`config.mk`:
```
export PLATFORM = sky130hd
export DESIGN_NAME = l2_arbiter_flat
export DESIGN_NICKNAME = d
export VERILOG_FILES = /design/src/rtl/l2_arbiter_pkg.sv /design/src/rtl/l2_arbiter_if.sv /design/src/rtl/l2_arbiter_rr.sv /design/src/rtl/l2_arbiter.sv /design/src/flat_wrapper.sv
export SDC_FILE = /design/constraint.sdc
export NUM_CORES = 1
export LEC_CHECK = 0
export BUFFER_PORTS_ARGS = -buffer_cell sky130_fd_sc_hd__clkbuf_2
export CORE_AREA = 4 4 339 341
export CTS_CLUSTER_DIAMETER = 150
export DETAILED_ROUTE_END_ITERATION = 8
export DIE_AREA = 0 0 343 345
export PLACE_DENSITY_LB_ADDON = 0.1
export SLEW_MARGIN = 20
export SYNTH_ARGS = -nofsm -noshare
export SYNTH_HDL_FRONTEND = slang
export SYNTH_SLANG_ARGS = --single-unit
```
`constraint.sdc`:
```
create_clock -name clk -period 1.85 [get_ports clk]
set_clock_uncertainty 0.05 [all_clocks]
set_input_delay 0.0925 -clock clk [delete_from_list [all_inputs] [get_ports clk]]
set_output_delay 0.0925 -clock clk [all_outputs]
set_load 0.01 [all_outputs]
```
`src/rtl/l2_arbiter_pkg.sv`:
```
// ---------------------------------------------------------------------------
// l2_arbiter_pkg
// Shared types and constants for the L2 port arbiter:
//   ADDR_W / LINE_W / SEL_W : line address, line data and byte-select widths
//   DEF_CNT_W               : default width of the conflict counter
//   arb_state_t             : arbiter FSM states (IDLE, BUSY_I, BUSY_D)
//   grant_t                 : which side won the most recent tie
//   arb_req_t               : one latched request (we, adr, sel, dat_m)
//   pack_req()              : builds an arb_req_t from loose request fields
// ---------------------------------------------------------------------------
package l2_arbiter_pkg;

    localparam int ADDR_W    = 12;
    localparam int LINE_W    = 128;
    localparam int SEL_W     = 16;
    localparam int DEF_CNT_W = 16;

    typedef enum logic [1:0] {
        IDLE   = 2'd0,
        BUSY_I = 2'd1,
        BUSY_D = 2'd2
    } arb_state_t;

    typedef enum logic {
        GRANT_I = 1'b0,
        GRANT_D = 1'b1
    } grant_t;

    typedef struct packed {
        logic              we;
        logic [ADDR_W-1:0] adr;
        logic [SEL_W-1:0]  sel;
        logic [LINE_W-1:0] dat_m;
    } arb_req_t;

    function automatic arb_req_t pack_req(
        input logic              we,
        input logic [ADDR_W-1:0] adr,
        input logic [SEL_W-1:0]  sel,
        input logic [LINE_W-1:0] dat_m
    );
        arb_req_t r;
        r.we    = we;
        r.adr   = adr;
        r.sel   = sel;
        r.dat_m = dat_m;
        return r;
    endfunction

endpackage

```
`src/rtl/l2_arbiter_if.sv`:
```
// ---------------------------------------------------------------------------
// l2_arbiter_if
// One line-wide wishbone-style link (used for the I miss port, the D miss
// port and the shared L2 port).
//   cyc, stb, we, adr, sel, dat_m : driven by the master
//   ack, dat_s                    : driven by the slave
// Modports: master (issues requests), slave (answers them).
// ---------------------------------------------------------------------------
interface l2_arbiter_if;

    logic                              cyc;
    logic                              stb;
    logic                              we;
    logic [l2_arbiter_pkg::ADDR_W-1:0] adr;
    logic [l2_arbiter_pkg::SEL_W-1:0]  sel;
    logic [l2_arbiter_pkg::LINE_W-1:0] dat_m;
    logic                              ack;
    logic [l2_arbiter_pkg::LINE_W-1:0] dat_s;

    modport master (
        output cyc, stb, we, adr, sel, dat_m,
        input  ack, dat_s
    );

    modport slave (
        input  cyc, stb, we, adr, sel, dat_m,
        output ack, dat_s
    );

endinterface

```
`src/rtl/l2_arbiter_rr.sv`:
```
// ---------------------------------------------------------------------------
// l2_arbiter_rr
// Two-way round-robin grant for the I and D requesters.
//   clk, rst         : clock, synchronous active-high reset
//   arb_en           : arbitration allowed this cycle (port is idle)
//   i_req, d_req     : live requests
//   grant_i, grant_d : one-hot grant (both 0 when nothing is granted)
//   conflict         : both sides requested while arbitration was open
// The remembered winner only moves on a tie; an uncontested grant leaves it
// alone, so the next tie goes to whoever lost (or did not win) the last one.
// It resets to D so that I wins the first tie.
// ---------------------------------------------------------------------------
module l2_arbiter_rr
    import l2_arbiter_pkg::*;
(
    input  logic clk,
    input  logic rst,
    input  logic arb_en,
    input  logic i_req,
    input  logic d_req,
    output logic grant_i,
    output logic grant_d,
    output logic conflict
);

    grant_t last_grant_reg;

    assign conflict = arb_en & i_req & d_req;
    assign grant_i  = arb_en & i_req & (~d_req | (last_grant_reg == GRANT_D));
    assign grant_d  = arb_en & d_req & (~i_req | (last_grant_reg == GRANT_I));

    always_ff @(posedge clk) begin
        if (rst) begin
            last_grant_reg <= GRANT_D;
        end else if (conflict) begin
            last_grant_reg <= grant_i ? GRANT_I : GRANT_D;
        end
    end

endmodule

```
`src/rtl/l2_arbiter.sv`:
```
// ---------------------------------------------------------------------------
// l2_arbiter
// Shares the single L2 line port between the I-cache and D-cache miss ports.
// A request is latched when granted, presented to the L2 from the latch until
// l2 ack, and the ack/read data are steered back to the owner only.
//   clk, rst        : clock, synchronous active-high reset
//   i_bus, d_bus    : slave links from the I and D caches (req = cyc & stb)
//   l2_bus          : master link to the L2
//   clear_cnt       : synchronous clear of conflict_count (beats increment)
//   conflict_count  : saturating count of idle cycles with both requests up
// Every output is forced to 0 while rst is high, so a reset in the middle of a
// transaction drops l2 cyc at once; the L2 has to discard that operation.
// ---------------------------------------------------------------------------
module l2_arbiter
    import l2_arbiter_pkg::*;
#(
    parameter int CNT_W = DEF_CNT_W
)
(
    input  logic             clk,
    input  logic             rst,
    l2_arbiter_if.slave      i_bus,
    l2_arbiter_if.slave      d_bus,
    l2_arbiter_if.master     l2_bus,
    input  logic             clear_cnt,
    output logic [CNT_W-1:0] conflict_count
);

    arb_state_t       state_reg, state_next;
    arb_req_t         latch_reg, latch_next;
    logic             abort_reg, abort_next;
    logic [CNT_W-1:0] cnt_reg,   cnt_next;

    logic i_req, d_req;
    logic grant_i, grant_d, conflict;
    logic own_i, own_d, busy;

    assign i_req = i_bus.cyc & i_bus.stb;
    assign d_req = d_bus.cyc & d_bus.stb;

    l2_arbiter_rr u_rr (
        .clk      (clk),
        .rst      (rst),
        .arb_en   (state_reg == IDLE),
        .i_req    (i_req),
        .d_req    (d_req),
        .grant_i  (grant_i),
        .grant_d  (grant_d),
        .conflict (conflict)
    );

    always_ff @(posedge clk) begin
        if (rst) begin
            state_reg <= IDLE;
            latch_reg <= '0;
            abort_reg <= 1'b0;
            cnt_reg   <= '0;
        end else begin
            state_reg <= state_next;
            latch_reg <= latch_next;
            abort_reg <= abort_next;
            cnt_reg   <= cnt_next;
        end
    end

    // Next state, request latch and abort flag. The abort flag remembers that
    // the owner walked away; the L2 op still runs to its ack, which is then
    // swallowed even if the owner has raised cyc again in the meantime.
    always_comb begin
        state_next = state_reg;
        latch_next = latch_reg;
        abort_next = abort_reg;
        case (state_reg)
            IDLE: begin
                if (grant_i) begin
                    state_next = BUSY_I;
                    latch_next = pack_req(i_bus.we, i_bus.adr, i_bus.sel, i_bus.dat_m);
                end else if (grant_d) begin
                    state_next = BUSY_D;
                    latch_next = pack_req(d_bus.we, d_bus.adr, d_bus.sel, d_bus.dat_m);
                end
            end
            BUSY_I: begin
                if (l2_bus.ack) begin
                    state_next = IDLE;
                    abort_next = 1'b0;
                end else if (!i_bus.cyc) begin
                    abort_next = 1'b1;
                end
            end
            BUSY_D: begin
                if (l2_bus.ack) begin
                    state_next = IDLE;
                    abort_next = 1'b0;
                end else if (!d_bus.cyc) begin
                    abort_next = 1'b1;
                end
            end
            default: begin
                state_next = IDLE;
                abort_next = 1'b0;
            end
        endcase
    end

    // Saturating conflict counter; a clear in the same cycle wins.
    always_comb begin
        cnt_next = cnt_reg;
        if (clear_cnt) begin
            cnt_next = '0;
        end else if (conflict && (cnt_reg != {CNT_W{1'b1}})) begin
            cnt_next = cnt_reg + 1'b1;
        end
    end

    assign own_i = ~rst & (state_reg == BUSY_I);
    assign own_d = ~rst & (state_reg == BUSY_D);
    assign busy  = own_i | own_d;

    // L2 side is driven only from the latch, never from the live requester.
    assign l2_bus.cyc   = busy;
    assign l2_bus.stb   = busy;
    assign l2_bus.we    = busy & latch_reg.we;
    assign l2_bus.adr   = busy ? latch_reg.adr   : '0;
    assign l2_bus.sel   = busy ? latch_reg.sel   : '0;
    assign l2_bus.dat_m = busy ? latch_reg.dat_m : '0;

    assign i_bus.ack    = own_i & l2_bus.ack & i_bus.cyc & ~abort_reg;
    assign d_bus.ack    = own_d & l2_bus.ack & d_bus.cyc & ~abort_reg;
    assign i_bus.dat_s  = own_i ? l2_bus.dat_s : '0;
    assign d_bus.dat_s  = own_d ? l2_bus.dat_s : '0;

    assign conflict_count = rst ? '0 : cnt_reg;

endmodule

```
`src/flat_wrapper.sv`:
```
// flat-port wrapper written by rule: the top's interface ports become plain ports
module l2_arbiter_flat import l2_arbiter_pkg::*;
#(
    parameter int CNT_W = DEF_CNT_W
)
  (clk, rst, clear_cnt, conflict_count, i_bus_cyc, i_bus_stb, i_bus_we, i_bus_adr, i_bus_sel, i_bus_dat_m, i_bus_ack, i_bus_dat_s, d_bus_cyc, d_bus_stb, d_bus_we, d_bus_adr, d_bus_sel, d_bus_dat_m, d_bus_ack, d_bus_dat_s, l2_bus_cyc, l2_bus_stb, l2_bus_we, l2_bus_adr, l2_bus_sel, l2_bus_dat_m, l2_bus_ack, l2_bus_dat_s);
  l2_arbiter_if i_bus_i ();
  l2_arbiter_if d_bus_i ();
  l2_arbiter_if l2_bus_i ();
  input  logic clk;
  input  logic rst;
  input  logic clear_cnt;
  output logic [CNT_W-1:0] conflict_count;
  input wire logic [$bits(i_bus_i.cyc)-1:0] i_bus_cyc;
  input wire logic [$bits(i_bus_i.stb)-1:0] i_bus_stb;
  input wire logic [$bits(i_bus_i.we)-1:0] i_bus_we;
  input wire logic [$bits(i_bus_i.adr)-1:0] i_bus_adr;
  input wire logic [$bits(i_bus_i.sel)-1:0] i_bus_sel;
  input wire logic [$bits(i_bus_i.dat_m)-1:0] i_bus_dat_m;
  output wire logic [$bits(i_bus_i.ack)-1:0] i_bus_ack;
  output wire logic [$bits(i_bus_i.dat_s)-1:0] i_bus_dat_s;
  input wire logic [$bits(d_bus_i.cyc)-1:0] d_bus_cyc;
  input wire logic [$bits(d_bus_i.stb)-1:0] d_bus_stb;
  input wire logic [$bits(d_bus_i.we)-1:0] d_bus_we;
  input wire logic [$bits(d_bus_i.adr)-1:0] d_bus_adr;
  input wire logic [$bits(d_bus_i.sel)-1:0] d_bus_sel;
  input wire logic [$bits(d_bus_i.dat_m)-1:0] d_bus_dat_m;
  output wire logic [$bits(d_bus_i.ack)-1:0] d_bus_ack;
  output wire logic [$bits(d_bus_i.dat_s)-1:0] d_bus_dat_s;
  output wire logic [$bits(l2_bus_i.cyc)-1:0] l2_bus_cyc;
  output wire logic [$bits(l2_bus_i.stb)-1:0] l2_bus_stb;
  output wire logic [$bits(l2_bus_i.we)-1:0] l2_bus_we;
  output wire logic [$bits(l2_bus_i.adr)-1:0] l2_bus_adr;
  output wire logic [$bits(l2_bus_i.sel)-1:0] l2_bus_sel;
  output wire logic [$bits(l2_bus_i.dat_m)-1:0] l2_bus_dat_m;
  input wire logic [$bits(l2_bus_i.ack)-1:0] l2_bus_ack;
  input wire logic [$bits(l2_bus_i.dat_s)-1:0] l2_bus_dat_s;
  assign i_bus_i.cyc = i_bus_cyc;
  assign i_bus_i.stb = i_bus_stb;
  assign i_bus_i.we = i_bus_we;
  assign i_bus_i.adr = i_bus_adr;
  assign i_bus_i.sel = i_bus_sel;
  assign i_bus_i.dat_m = i_bus_dat_m;
  assign i_bus_ack = i_bus_i.ack;
  assign i_bus_dat_s = i_bus_i.dat_s;
  assign d_bus_i.cyc = d_bus_cyc;
  assign d_bus_i.stb = d_bus_stb;
  assign d_bus_i.we = d_bus_we;
  assign d_bus_i.adr = d_bus_adr;
  assign d_bus_i.sel = d_bus_sel;
  assign d_bus_i.dat_m = d_bus_dat_m;
  assign d_bus_ack = d_bus_i.ack;
  assign d_bus_dat_s = d_bus_i.dat_s;
  assign l2_bus_cyc = l2_bus_i.cyc;
  assign l2_bus_stb = l2_bus_i.stb;
  assign l2_bus_we = l2_bus_i.we;
  assign l2_bus_adr = l2_bus_i.adr;
  assign l2_bus_sel = l2_bus_i.sel;
  assign l2_bus_dat_m = l2_bus_i.dat_m;
  assign l2_bus_i.ack = l2_bus_ack;
  assign l2_bus_i.dat_s = l2_bus_dat_s;
  l2_arbiter #(.CNT_W(CNT_W)) u_core (.clk(clk), .rst(rst), .i_bus(i_bus_i), .d_bus(d_bus_i), .l2_bus(l2_bus_i), .clear_cnt(clear_cnt), .conflict_count(conflict_count));
endmodule
```
=== Word-level counts from Yosys, hierarchy flattened ===
Cells that the tools add are included.

* Flip-flop bits (word level): 177
* Output and inout bits: 433
* Input bits: 450

* Equal/unequal tests: 7
* Reduce and logical (&&, ||, !) cells: 8
* Multiplexer cells: 18
* Add/subtract/negate cells: 1
* Bitwise gates (word level): 25

{| class="wikitable"
|+ Operators by type and width
! cell !! number
|-
| 2-to-1 mux 128 bit || 3
|-
| 2-to-1 mux 157 bit || 2
|-
| 2-to-1 mux 16 bit || 2
|-
| adder 16 x 1 -> 16 bit, second input constant || 1
|-
| bitwise AND 1 bit || 16
|-
| inequality test 16 bit, second input constant || 1
|-
| 2-to-1 mux 12 bit || 1
|-
| 2-to-1 mux 2 bit || 3
|-
| inequality test 3 bit, second input constant || 2
|-
| inverter 1 bit || 6
|-
| 2-to-1 mux 1 bit || 5
|-
| one-hot mux 2 bit (2 select lines) || 1
|-
| AND reduction 2 bit || 2
|-
| OR reduction 2 bit || 2
|-
| inequality test 3 x 1 -> 1 bit, second input constant || 1
|-
| OR 1 bit || 3
|-
| one-hot mux 1 bit (3 select lines) || 1
|-
| AND reduction 3 bit || 1
|-
| equality test 2 x 1 -> 1 bit, second input constant || 1
|-
| equality test 2 bit, second input constant || 1
|-
| zero test 2 bit || 1
|-
| inequality test 2 x 1 -> 1 bit, second input constant || 1
|-
| nonzero test 2 bit || 1
|-
| logical AND 1 bit || 1
|}

=== Longest topological paths before layout ===
Gate-level depths: netlist (run 1).

* Depth after elaboration: 7
* Mapped depth: 9

=== By module ===
From an unflattened synthesis (run 1), not the netlist that was laid out.

* Cells, all modules: 1314
* Area total of the unflattened synthesis: 10830.4 sq um

{| class="wikitable"
|+ Modules (own cells, without submodules)
! module !! area an instance (sq um) !! cells an instance !! instances !! seq. area each (sq um)
|-
| l2_arbiter || 10757.8 || 1304 || 1 || 3523.4
|-
| l2_arbiter_rr || 72.6 || 10 || 1 || 20.0
|}

=== Worst setup path after synthesis (run 1) ===
OpenSTA, ideal clock, no wires.

* Path kind: register to output
* Start point: reg u_core.state_reg[0]
* End point: out l2_bus_dat_m[100]
* Data required time: 1707 ps
* Setup slack: 50 ps
* Path buffers: 3
* Cell stages (with the launch flop): 9
* Arrival time: 1657 ps
* Cell sequence: dfxtp_1 > inv_1 > ha_1 > nor2b_1 > or2_1 > clkbuf_1 > clkbuf_1 > clkbuf_1 > and2_1

* Cells in the longest elaborated chain, start to end: 4

{| class="wikitable"
|+ Ends and longest elaborated chain
! item !! line !! source
|-
| start, declared || l2_arbiter.sv:29 || <nowiki>arb_state_t state_reg, state_next;</nowiki>
|-
| start signal, assigned || l2_arbiter.sv:59 || <nowiki>state_reg <= state_next;</nowiki>
|-
| equality test 2 x 1 -> 1 bit / equality test 2 bit (equally long branches) || l2_arbiter.sv:116, l2_arbiter.sv:117 ||
|-
| bitwise AND 1 bit, on equally long branches || l2_arbiter.sv:116, l2_arbiter.sv:117 ||
|-
| OR 1 bit (*) || l2_arbiter.sv:118 || <nowiki>assign busy = own_i | own_d;</nowiki>
|-
| 2-to-1 mux 128 bit (*) || l2_arbiter.sv:126 || <nowiki>assign l2_bus.dat_m = busy ? latch_reg.dat_m : '0;</nowiki>
|-
| end, declared || flat_wrapper.sv:35 || <nowiki>output wire logic [$bits(l2_bus_i.dat_m)-1:0] l2_bus_dat_m;</nowiki>
|}

Mark *: on every way between the ends. The rest lies on a longest branch, timed or not.

=== Worst setup path after layout (run 1) ===
* Start point: reg u_core.state_reg[0]
* End point: out l2_bus_dat_m[43]

The elaborated chain is that of the path after synthesis.

==> results of run 1 <==
## per-layer routing
metal | share of wire [%] | GRT usage, %
met5 | 0.063 | 0
met4 | 2.7 | 5.19
met3 | 7.3 | 3.83
met2 | 55 | 26.5
met1 | 35 | 13.4
## cell families (layout without fill, tap and decap cells)
logic type / after synthesis / after routing / synth area share, %
AO/OA/AOI/OAI: 191 / 191 / 12.8
XOR/XNOR: 1 / 1 / 0.0805
adder cells (fa/ha/maj): 4 / 4 / 0.460
buffers and inverters: 128 / 1369 / 5.53
flip-flops: 177 / 177 / 32.6
multiplexers: 160 / 160 / 14.7
other: 0 / 10 / 0
AND/OR/NAND/NOR: 652 / 652 / 33.8
## power by group through the flow
| stage | combinational [mW] | clock, mW | sequential (mW) |
|---|---|---|---|
| 4_1_cts | 4.32 | 4.10 | 4.50 |
| 6_report | 4.33 | 3.79 | 4.50 |
| 3_3_place_gp | 3.59 | 0 | 4.57 |
| 2_1_floorplan | 1.75 | 0 | 4.46 |
| 5_1_grt | 4.75 | 4.17 | 4.55 |
| 3_5_place_dp | 3.59 | 0 | 4.57 |
## critical path, cell delays in order (launching register included)
cell and delay (ps):
sky130_fd_sc_hd__dfxtp_2 340, sky130_fd_sc_hd__buf_6 110, sky130_fd_sc_hd__ha_4 150, sky130_fd_sc_hd__nor2b_4 120
sky130_fd_sc_hd__or2_4 290, sky130_fd_sc_hd__buf_12 170, sky130_fd_sc_hd__clkbuf_16 170, sky130_fd_sc_hd__and2_1 160
sky130_fd_sc_hd__clkbuf_2 130
## Yosys cell counts (5+ instances only)
cell                       instances  area, um2
sky130_fd_sc_hd__nand3_1           7       35.0
sky130_fd_sc_hd__nor2_1          163        612
sky130_fd_sc_hd__a211oi_1        157       1180
sky130_fd_sc_hd__buf_4             5       37.5
sky130_fd_sc_hd__or4_1             8       60.1
sky130_fd_sc_hd__nor2b_1          20        125
sky130_fd_sc_hd__inv_1             5       18.8
sky130_fd_sc_hd__mux2i_1         160       1600
sky130_fd_sc_hd__nand4_1           6       37.5
sky130_fd_sc_hd__and2_1          414       2590
sky130_fd_sc_hd__a21oi_1          13       65.1
sky130_fd_sc_hd__dfxtp_1         177       3540
sky130_fd_sc_hd__buf_6            13        146
sky130_fd_sc_hd__o31ai_1           9       67.6
sky130_fd_sc_hd__clkbuf_1         98        368
sky130_fd_sc_hd__nand2_1           9       33.8
## cell type report
| class | instances | area, um2 |
|---|---|---|
| antenna | 10 | 25.0 |
| tap | 1500 | 1880 |
| clock inverter | 15 | 143 |
| clock buffer | 17 | 425 |
| sequential | 177 | 3550 |
| inverter | 5 | 18.8 |
| timing repair buffer | 1332 | 9590 |
| fill | 12706 | 89300 |
| multi-input combinational | 1008 | 6910 |
## stage by stage
stage | cells | util, % | total power, mW | setup TNS, ps
floorplan | 1313 | - | 6.21 | 0
global placement | 3686 | 16.0 | 8.16 | -19370
detailed placement | 3686 | 16.0 | 8.17 | -16960
CTS | 4033 | 19.7 | 12.9 | -177500
global route | 4062 | 20.1 | 13.5 | -215920
finish | 4064 | 20.1 | 12.6 | -152680
## path summary, 6_finish.rpt
path / from / end / slack [ps] / cells after the start
max: u_core.state_reg[0]$_SDFFE_PP0P_ / l2_bus_dat_m[43] / -440 / 8
min: i_bus_dat_m[81] / u_core.latch_reg[81]$_SDFFE_PP0P_ / 60 / 4
max reg2reg: u_core.state_reg[0]$_SDFFE_PP0P_ / u_core.latch_reg[124]$_SDFFE_PP0P_ / -210 / 8
min reg2reg: u_core.latch_reg[127]$_SDFFE_PP0P_ / u_core.latch_reg[127]$_SDFFE_PP0P_ / 440 / 2
## placed cells by master, fill, tap and decap left out, drive strengths merged, types with 2 or more instances in the layout
cell	Yosys	final
and3	4	4
o31ai	9	9
a21oi	13	13
clkinvlp	0	2
dfxtp	177	177
nand2	9	9
mux2i	160	160
and4	3	3
clkbuf	98	876
clkinv	0	5
ha	4	4
nand2b	3	3
nor2b	20	20
buf	25	167
or3	4	4
o21ai	4	4
inv	5	13
diode	0	10
or4	8	8
or2	2	2
a211oi	157	157
nand3	7	7
nor4	4	4
nand4	6	6
a22oi	2	2
nor2	164	164
dlygate4sd3	0	306
and2	414	414
## repair_timing
item / 4_1_cts / 5_1_grt
endpoints found under the hold margin: 157 / 0
setup endpoints to repair: 578 / 590
hold buffers: 306 / 0
gates cloned: 5 / 10
setup buffers: 4 / 12
gates resized for setup: 100 / 70
pin swaps: 5 / 2
==> reports/summary.log, run 1 <==
INFO  sta            rsz0062_at_grt=true
INFO  sta            worst_slack=-442ps
INFO  sta            worst_slew_margin_rel=61.7%
INFO  grt            grt_start_max_net_pins=89
INFO  placement      gp_congestion=0.975
INFO  cells_and_area fin_area=22,500um2
INFO  status         status=complete, but fails checks
INFO  synthesis      synth_fp_nets=1,767
INFO  routing        dr_total_vias=14,276
INFO  cells_and_area largest_reg_flops=157
INFO  placement      placed_area=17,900um2
INFO  power_and_ir_drop power_density=560nW/um2
INFO  sta            min_period_over_period=124%
INFO  clock_tree     total_cts_buffers=17
INFO  floorplan      core-area=112,000um2
INFO  synthesis      dominantRegCellSynth=sky130_fd_sc_hd__dfxtp_1
INFO  routing        antenna_left=0
INFO  placement      io_buffer_count=882
INFO  sta            layout_min_cycle_time=2290ps
INFO  power_and_ir_drop intPower=8.26mW
INFO  sta            timing_worst_slew_pin_value=575ps
INFO  cells_and_area drive_gt1_share=43.9%
INFO  synthesis      async_flop_share=0%
INFO  routing        drtIter0Drc=427
INFO  hold_path      worst_hold_path_class=in -> reg
INFO  synthesis      yosys_warnings=0
INFO  clock_tree     skew_pair_late_insertion_delay=490ps
INFO  floorplan      fp.dieArea=118,000um2
INFO  synthesis      synth_edf_count=0
INFO  synthesis      synth.avg_cell_area=8.28um2
INFO  grt            grt_pass1_wl=115mm
INFO  status         violations=negative setup slack
INFO  grt            grt_pass1_vias=14,933
INFO  floorplan      chipWidth=343um
INFO  routing        remaining_drc_errors=0
INFO  placement      dpl.hpwl=69.1mm
INFO  sta            final_max_slew_viol_count=0
INFO  clock_tree     clk_root_buffer_cell=sky130_fd_sc_hd__clkbuf_16
INFO  power_and_ir_drop cellLeakagePower=11.2nW
INFO  grt            number_of_antenna_violations_at_the_first_check_in_global_routing=32
INFO  sta            clock.fmax=436MHz
INFO  clock_tree     clock_sinks=177
INFO  clock_tree     cts_tree=done
INFO  power_and_ir_drop power_frac_comb=34.3%
INFO  sta            hold_violations=0
INFO  cells_and_area nNetsFinal=2,995
INFO  synthesis      number_of_distinct_library_cell_variants_in_the_gate_level_netlist_after_synthesis=42
INFO  sta            finalSetupViolCount=563
INFO  cells_and_area syn_to_final_growth=107%
INFO  synthesis      synthesis.area=10,900um2
INFO  clock_tree     clock_path_buffers=2
INFO  setup_path     timing.setup.critical_path_class=reg -> out
INFO  sta            finalHoldWorstSlack=55.9ps
INFO  power_and_ir_drop power.share.sequential=35.6%
INFO  clock_tree     clk_pin_slew_worst_paths=90ps
INFO  power_and_ir_drop fraction_of_power_spent_switching_nets=34.5%
INFO  setup_path     worst_path_max_fanout=9
INFO  setup_path     critical_path_required=1710ps
INFO  run            max_cap_violations=0
INFO  setup_path     timing.critical_path.arrival=2150ps
INFO  power_and_ir_drop p_sw=4.35mW
INFO  clock_tree     cts_htree_levels=4
INFO  synthesis      synthCells=1,313
INFO  setup_path     timing.critical_path.from_type=flop
INFO  setup_path     end_kind=output port
INFO  floorplan      initial_utilization=9.72%
INFO  power_and_ir_drop max-vdd-ir-drop=0.644mV
INFO  synthesis      synth_seq_cells=177
INFO  routing        detailedRoute.firstPassIterationCount=5
INFO  power_and_ir_drop pwr-share-clk=30.0%
INFO  routing        vias_per_cell=3.51
INFO  synthesis      synth.yosys.seq_area_share=32.6%
INFO  floorplan      rows=123
INFO  routing        routed_wire_length_per_instance=21.0um
INFO  grt            total_gr_overflow=0
INFO  routing        postRouteWirelength=85.3mm
INFO  grt            groute.usage.overall=13.6%
INFO  placement      place_ws=-288ps
INFO  floorplan      num_io_pins=883
INFO  floorplan      die_height=345um
No activity file was read; power rests on OpenSTA's default activity.
==> run 2: changes to the inputs <==
--- a/config.mk
+++ b/config.mk
@@ -11,6 +11,7 @@
 export DETAILED_ROUTE_END_ITERATION = 8
 export DIE_AREA = 0 0 343 345
 export PLACE_DENSITY_LB_ADDON = 0.1
+export SETUP_SLACK_MARGIN = 0.2
 export SLEW_MARGIN = 20
 export SYNTH_ARGS = -nofsm -noshare
 export SYNTH_HDL_FRONTEND = slang
==> run 2 against run 1 <==
Against the previous run:
- the flow still finishes with violations (negative setup slack)
- sequential power barely moved
- die area unchanged
- via count is 3.4% higher
- final area up 3.4%
- sequential share of layout area is 0.52 points lower
- sequential cell count unchanged
==> reports/summary.log, run 2 (same netlist as run 1, synthesis figures left out) <==
INFO  routing        vias_per_cell=3.61 [+2.6%]
INFO  sta            rsz0062_at_grt=true
INFO  cells_and_area fillers=12,582 [-0.98%]
INFO  setup_path     worst_path_max_fanout=8 [-1]
INFO  grt            grt_start_max_net_pins=103 [+16%]
INFO  clock_tree     clk_root_buffer_cell=sky130_fd_sc_hd__clkbuf_16
INFO  setup_path     timing.reg2reg.worst_path_depth=10 [+2]
INFO  grt            groute.usage.overall=14.9% [+1.3 points]
INFO  placement      place_ws=-152ps [+136 ps]
INFO  clock_tree     clk_pin_slew_worst_paths=80ps [about the same]
INFO  floorplan      num_io_pins=883 [unchanged]
INFO  grt            grt_pass1_vias=15,498 [+3.8%]
INFO  sta            timing_worst_slew_pin_value=771ps [+197 ps]
INFO  floorplan      die_height=345um [unchanged]
INFO  cells_and_area final_cells=4,095 [+0.76%]
INFO  sta            hold_violations=0 [unchanged]
INFO  hold_path      worst_hold_path_class=in -> reg
INFO  cells_and_area largest_reg_flops=157 [unchanged]
INFO  cells_and_area syn_to_final_growth=114%
INFO  routing        postRouteWirelength=94.8mm [+11%]
INFO  routing        drtIter0Drc=584 [+37%]
INFO  setup_path     timing.critical_path.cells=inv_2 -> ha_2 -> nor2b_4 -> or2_4 -> buf_12 -> buf_16 -> clkbuf_16 -> and2_4 -> buf_6
INFO  cells_and_area layout_commonest_cell=sky130_fd_sc_hd__clkbuf_2
INFO  setup_path     timing.critical_path.slowest_cell_delay=360ps [+20 ps]
INFO  grt            number_of_antenna_violations_at_the_first_check_in_global_routing=87 [+170%]
INFO  sta            worst_slew_margin_rel=48.6% [-13 points]
INFO  sta            clock.fmax=420MHz [-3.7%]
INFO  clock_tree     skew_pair_late_insertion_delay=510ps [+20 ps]
INFO  setup_path     timing.critical_path.from_type=flop
INFO  routing        detailedRoute.firstPassIterationCount=5 [unchanged]
INFO  placement      placed_area=17,900um2 [about the same]
INFO  cells_and_area fin_area=23,300um2 [+3.4%]
INFO  cells_and_area mostFrequentLayoutCells=785 x sky130_fd_sc_hd__clkbuf_2, 332 x sky130_fd_sc_hd__and2_1, 320 x sky130_fd_sc_hd__dlygate4sd3_1
INFO  setup_path     end_kind=output port
INFO  sta            worst_slack=-531ps [-88.7 ps]
INFO  sta            finalSetupViolCount=586 [+4.1%]
INFO  floorplan      core-area=112,000um2 [unchanged]
INFO  clock_tree     clock_path_buffers=2 [unchanged]
INFO  placement      gp_congestion=0.929 [-4.8%]
INFO  clock_tree     total_cts_buffers=17 [unchanged]
INFO  clock_tree     cts_tree=done
INFO  run            max_cap_violations=0 [unchanged]
INFO  cells_and_area multiInputGateArea=7020um2 [+1.6%]
INFO  placement      io_buffer_count=882 [unchanged]
INFO  floorplan      initial_utilization=9.72% [unchanged]
INFO  cells_and_area nNetsFinal=3,008 [+0.43%]
INFO  routing        dr_total_vias=14,766 [+3.4%]
INFO  clock_tree     clock_sinks=177 [unchanged]
INFO  sta            layout_min_cycle_time=2380ps [+88.7 ps]
INFO  status         status=complete, but fails checks
INFO  placement      dpl.hpwl=75.3mm [+8.9%]
INFO  setup_path     critical_path_required=1710ps [about the same]
INFO  cells_and_area drive_gt1_share=45.1% [+1.2 points]
INFO  sta            min_period_over_period=129% [+4.8 points]
INFO  routing        routed_wire_length_per_instance=23.2um [+10%]
INFO  setup_path     timing.setup.critical_path_class=reg -> out
INFO  clock_tree     cts_htree_levels=4 [unchanged]
INFO  power_and_ir_drop cellLeakagePower=11.5nW [+2.2%]
INFO  routing        remaining_drc_errors=0 [unchanged]
INFO  grt            total_gr_overflow=0 [unchanged]
INFO  power_and_ir_drop max-vdd-ir-drop=0.730mV [+13%]
INFO  power_and_ir_drop power_density=561nW/um2 [+0.16%]
INFO  floorplan      rows=123 [unchanged]
INFO  floorplan      chipWidth=343um [unchanged]
INFO  grt            grt_pass1_wl=124mm [+7.1%]
INFO  cells_and_area seqCellArea=3550um2 [unchanged]
INFO  setup_path     timing.critical_path.arrival=2240ps [+90 ps]
INFO  hold_path      holdPathStages=5 [+1]
INFO  floorplan      fp.dieArea=118,000um2 [unchanged]
INFO  sta            final_max_slew_viol_count=0 [unchanged]
INFO  power_and_ir_drop post-layout-total-power=13.1mW [+3.6%]
INFO  placement      place_inst=3,669 [-0.46%]
INFO  status         violations=negative setup slack
INFO  setup_path     critPathSlowestCell=sky130_fd_sc_hd__dfxtp_2
INFO  routing        antenna_left=0 [unchanged]
==> run 2: final timing paths <==
path / slack [ps] / from / endpoint
setup / recovery: -530 / u_core.state_reg[1]$_SDFFE_PP0P_ / l2_bus_sel[10]
hold / removal: 80 / d_bus_stb / u_core.cnt_reg[14]$_SDFFE_PP0P_
setup reg to reg: -300 / u_core.state_reg[0]$_SDFFE_PP0P_ / u_core.latch_reg[96]$_SDFFE_PP0P_
hold reg to reg: 410 / u_core.abort_reg$_SDFFE_PP0P_ / u_core.abort_reg$_SDFFE_PP0P_
==> run 2: layout make-up <==
| class | instances | share of cell area, % |
|---|---|---|
| Timing Repair Buffer | 1345 | 43.6 |
| Multi-Input combinational cell | 1008 | 30.1 |
| Sequential cell | 177 | 15.2 |
| Tap cell | 1500 | 8.05 |
| Clock buffer | 21 | 2.06 |
| Clock inverter | 11 | 0.591 |
| Antenna cell | 28 | 0.301 |
| Inverter | 5 | 0.0805 |
==> run 2: timing repair <==
action,CTS,global route
gates cloned,6,19
endpoints found under the setup margin,589,592
gates resized for setup,53,240
buffers inserted,5,16
pin swaps,2,16
hold endpoints to repair,164,0
hold buffers,320,0
==> run 2: critical path: cells and delay by family (launching register included) <==
kind | cells | cell delay, ps
simple gates | 3 | 550
fa+ha+maj | 1 | 170
flops | 1 | 360
buf+inv | 5 | 620
==> run 2: routing by layer <==
metal,global-route usage (%),part of all wire [%]
met5,0,0.014
met3,3.63,6.2
met4,5.61,4.0
met1,15.2,36
met2,28.9,54
==> run 2: report_power, final <==
| group | switching, mW | internal [mW] | leakage [nW] | total [mW] |
|---|---|---|---|---|
| Clock | 1.96 | 2.17 | 0.296 | 4.13 |
| Combinational | 2.13 | 2.34 | 9.73 | 4.46 |
| Sequential | 0.230 | 4.25 | 1.46 | 4.48 |
==> run 2: through the flow <==
| stage | util (%) | hold WS [ps] | TNS [ps] |
|---|---|---|---|
| after global placement | 16.0 | 365 | -6130 |
| final | 20.8 | 77.0 | -173280 |
| after floorplan | - | 222 | 0 |
| after global routing | 20.8 | 65.7 | -237860 |
| after detailed placement | 16.0 | 374 | -7380 |
| after CTS | 19.7 | 9.53 | -198070 |
==> run 3: changes to the inputs <==
--- a/config.mk
+++ b/config.mk
@@ -6,10 +6,11 @@
 export NUM_CORES = 1
 export LEC_CHECK = 0
 export BUFFER_PORTS_ARGS = -buffer_cell sky130_fd_sc_hd__clkbuf_2
-export CORE_AREA = 4 4 339 341
+export CORE_AREA = 4 4 344 346
+export CTS_BUF_LIST = sky130_fd_sc_hd__clkbuf_4 sky130_fd_sc_hd__clkbuf_8
 export CTS_CLUSTER_DIAMETER = 150
 export DETAILED_ROUTE_END_ITERATION = 8
-export DIE_AREA = 0 0 343 345
+export DIE_AREA = 0 0 348 350
 export PLACE_DENSITY_LB_ADDON = 0.1
 export SETUP_SLACK_MARGIN = 0.2
 export SLEW_MARGIN = 20
==> run 3 against run 2 <==
Against the previous run:
- the flow still finishes with violations (negative setup slack)
- critical endpoint is now l2_bus_dat_m[1]
- combinational power fell by 1%
- register-to-register slack got worse by 90 ps
- non-clock buffer count fell by 8
- first-iteration DRC count rose by 6.5%
- worst setup slack got worse by 49 ps
- sequential power barely moved
- total power fell by 9.6%
- die area rose by 2.9%
- critical path depth fell by 1
- final cell count rose by 0.90%
- maximum frequency fell by 2.0%
- clock power fell by 29%
==> reports/summary.log, run 3 (same netlist as run 1, synthesis figures left out) <==
INFO  floorplan      num_io_pins=883 [unchanged]
INFO  grt            total_gr_overflow=0 [unchanged]
INFO  clock_tree     total_cts_buffers=17 [unchanged]
INFO  clock_tree     clk_root_buffer_cell=sky130_fd_sc_hd__clkbuf_8
INFO  power_and_ir_drop power_density=509nW/um2 [-9.3%]
INFO  setup_path     timing.critical_path.from_type=flop
INFO  routing        detailedRoute.firstPassIterationCount=4 [-1]
INFO  clock_tree     clk_pin_slew_worst_paths=120ps [+40 ps]
INFO  power_and_ir_drop max-vdd-ir-drop=0.459mV [-37%]
INFO  run            max_cap_violations=0 [unchanged]
INFO  sta            worst_slew_margin_rel=55.6% [+7.1 points]
INFO  setup_path     critPathSlowestCell=sky130_fd_sc_hd__dfxtp_2
INFO  grt            met1_usage_in_global_routing=13.8% [-1.4 points]
INFO  cells_and_area nNetsFinal=3,000 [-0.27%]
INFO  setup_path     critical_path_required=1710ps [about the same]
INFO  floorplan      die_height=350um [+1.4%]
INFO  status         status=complete, but fails checks
INFO  power_and_ir_drop cellLeakagePower=11.4nW [-0.98%]
INFO  setup_path     r2r_slack=-390ps [-90 ps]
INFO  cells_and_area mostFrequentLayoutCells=781 x sky130_fd_sc_hd__clkbuf_2, 321 x sky130_fd_sc_hd__dlygate4sd3_1, 311 x sky130_fd_sc_hd__and2_1
INFO  grt            number_of_antenna_violations_at_the_first_check_in_global_routing=85 [-2.3%]
INFO  cells_and_area largest_reg_flops=157 [unchanged]
INFO  clock_tree     skew_pair_late_insertion_delay=590ps [+80 ps]
INFO  routing        remaining_drc_errors=0 [unchanged]
INFO  grt            grt_use_met2=25.7% [-3.1 points]
INFO  clock_tree     cts_tree=done
INFO  cells_and_area layout_commonest_cell=sky130_fd_sc_hd__clkbuf_2
INFO  cells_and_area fillers=12,946 [+2.9%]
INFO  routing        antenna_left=0 [unchanged]
INFO  setup_path     timing.critical_path.slowest_cell_delay=350ps [about the same]
INFO  grt            gr-usage-met3=4.40% [+0.77 points]
INFO  setup_path     crit_family=buffers and inverters
INFO  routing        routed_wire_length_per_instance=22.5um [-2.8%]
INFO  placement      io_buffer_count=882 [unchanged]
INFO  grt            grt_start_max_net_pins=106 [+2.9%]
INFO  hold_path      worst_hold_path.endpoint=u_core.latch_reg[71]$_SDFFE_PP0P_
INFO  cells_and_area fin_area=23,200um2 [-0.34%]
INFO  placement      gp_congestion=0.944 [+1.7%]
INFO  status         violations=negative setup slack
INFO  setup_path     end_kind=output port
INFO  floorplan      initial_utilization=9.42% [-0.30 points]
INFO  cells_and_area seqCellArea=3550um2 [unchanged]
INFO  routing        postRouteWirelength=93.0mm [-1.9%]
INFO  routing        vias_per_cell=3.57 [-0.88%]
INFO  routing        dr_total_vias=14,769 [+0.020%]
INFO  sta            worst_slack=-580ps [-49.2 ps]
INFO  floorplan      rows=125 [+1.6%]
INFO  sta            finalSetupViolCount=582 [-0.68%]
INFO  sta            timing_worst_slew_pin_value=666ps [-106 ps]
INFO  setup_path     worst-path-buf-inv=4 [-1]
INFO  sta            clock.fmax=412MHz [-2.0%]
INFO  sta            rsz0062_at_grt=true
INFO  setup_path     setup.worst_path.start=u_core.state_reg[1]$_SDFFE_PP0P_
INFO  placement      dpl.hpwl=72.5mm [-3.6%]
INFO  setup_path     timing.reg2reg.worst_path_depth=9 [-1]
INFO  cells_and_area syn_to_final_growth=114%
INFO  sta            final_max_slew_viol_count=0 [unchanged]
INFO  grt            groute.usage.overall=14.1% [-0.82 points]
INFO  cells_and_area postLayoutCoreUtil=20.1% [-0.71 points]
INFO  setup_path     timing.setup.critical_path_class=reg -> out
INFO  placement      place_inst=3,683 [+0.38%]
INFO  floorplan      fp.dieArea=122,000um2 [+2.9%]
INFO  hold_path      worst_hold_path_class=in -> reg
INFO  routing        drtIter0Drc=622 [+6.5%]
INFO  clock_tree     cts_htree_levels=4 [unchanged]
INFO  setup_path     rr_endpoint=u_core.latch_reg[103]$_SDFFE_PP0P_
INFO  setup_path     regToRegStartpoint=u_core.state_reg[0]$_SDFFE_PP0P_
INFO  sta            hold_violations=0 [unchanged]
INFO  setup_path     worst_path_max_fanout=9 [+1]
INFO  setup_path     timing.critical_path.cells=buf_6 -> ha_4 -> nor2b_4 -> or2_4 -> buf_12 -> clkbuf_16 -> and2_1 -> clkbuf_2
INFO  sta            min_period_over_period=131% [+2.7 points]
INFO  power_and_ir_drop post-layout-total-power=11.8mW [-9.6%]
INFO  sta            totalNegativeSetupSlack=-212,330ps [-39,050 ps]
INFO  setup_path     timing.critical_path.arrival=2290ps [+50 ps]
INFO  floorplan      core-area=115,000um2 [+3.2%]
INFO  cells_and_area multiInputGateArea=7080um2 [+0.89%]
INFO  sta            layout_min_cycle_time=2430ps [+49.2 ps]
INFO  clock_tree     clock_sinks=177 [unchanged]
INFO  cells_and_area drive_gt1_share=45.7% [+0.61 points]
INFO  hold_path      holdPathStages=3 [-2]
INFO  hold_path      hp-start=rst
INFO  grt            grt_pass1_wl=120mm [-2.7%]
INFO  grt            grt-busiest-layer=met2
INFO  floorplan      chipWidth=348um [+1.5%]
INFO  clock_tree     clock_path_buffers=2 [unchanged]
INFO  grt            grt_pass1_vias=15,708 [+1.4%]
INFO  cells_and_area final_cells=4,132 [+0.90%]
INFO  placement      placed_area=17,700um2 [-0.95%]
run 3: cell count changes in the layout (fill, tap and decap cells not counted), moves of 9 or more:
| cell | delta |
|---|---|
| sky130_fd_sc_hd__and2_4 | +21 |
| sky130_fd_sc_hd__and2_1 | -21 |
| sky130_fd_sc_hd__buf_6 | +11 |
| sky130_fd_sc_hd__diode_2 | +21 |
| sky130_fd_sc_hd__buf_2 | -11 |
| sky130_fd_sc_hd__buf_4 | -9 |
| sky130_fd_sc_hd__buf_12 | -10 |
| sky130_fd_sc_hd__clkbuf_8 | +19 |
| sky130_fd_sc_hd__clkbuf_16 | -17 |
run 3: through the flow:
stage	hold slack, ps	setup slack [ps]
finish	75.8	-580
global route	53.5	-714
CTS	13.5	-678
detailed placement	376	-153
global placement	372	-113
floorplan	222	193
run 3: final cells by class:
cell class | count | share of cell area [%]
multi-input cells | 1008 | 30.5
repair buffers | 1337 | 43.8
flip-flops and latches | 177 | 15.3
well taps | 1524 | 8.21
clock inverters | 15 | 0.620
diodes | 49 | 0.528
clock buffers | 17 | 1.01
inverters | 5 | 0.0808
run 3: worst reg2reg max path: cells and delay by family (launching register included):
kind / cells / cell delay [ps]
fa+ha+maj: 1 / 150
flops: 1 / 380
simple gates: 1 / 160
compound gates: 2 / 160
buf+inv: 4 / 650
mux: 1 / 530
run 3: where the power goes:
part           leakage [nW]  internal, mW  total [mW]  switching, mW
logic                  9.72          2.30        4.40           2.10
clock network         0.189         0.989        2.92           1.93
registers              1.46          4.25        4.49          0.248
total                  11.4          7.53        11.8           4.28
run 3: how the worst max path moves through the flow:
stage          cells after the start                                 end  slack [ps]
6_report                           8                     l2_bus_dat_m[1]        -580
5_1_grt                            8                     l2_bus_dat_m[1]        -710
3_3_place_gp                       8  u_core.latch_reg[103]$_SDFFE_PP0P_        -110
3_5_place_dp                       8  u_core.latch_reg[103]$_SDFFE_PP0P_        -150
2_1_floorplan                      8                   l2_bus_dat_m[114]         190
4_1_cts                            8                    l2_bus_dat_m[85]        -680
run 3: timing repair:
| action | in CTS | in global routing |
|---|---|---|
| hold buffers | 321 | 0 |
| gates cloned | 8 | 20 |
| endpoints found under the hold margin | 176 | 0 |
| endpoints found under the setup margin | 597 | 604 |
| buffers inserted | 4 | 15 |
| resized for setup | 95 | 238 |
| pin swaps | 13 | 58 |
run 3: routing by layer:
metal / part of all wire [%] / routed length [um]
met1: 36 / 33100
met2: 52 / 48100
met3: 6.6 / 6110
met4: 6.2 / 5770
met5: 0 / 0
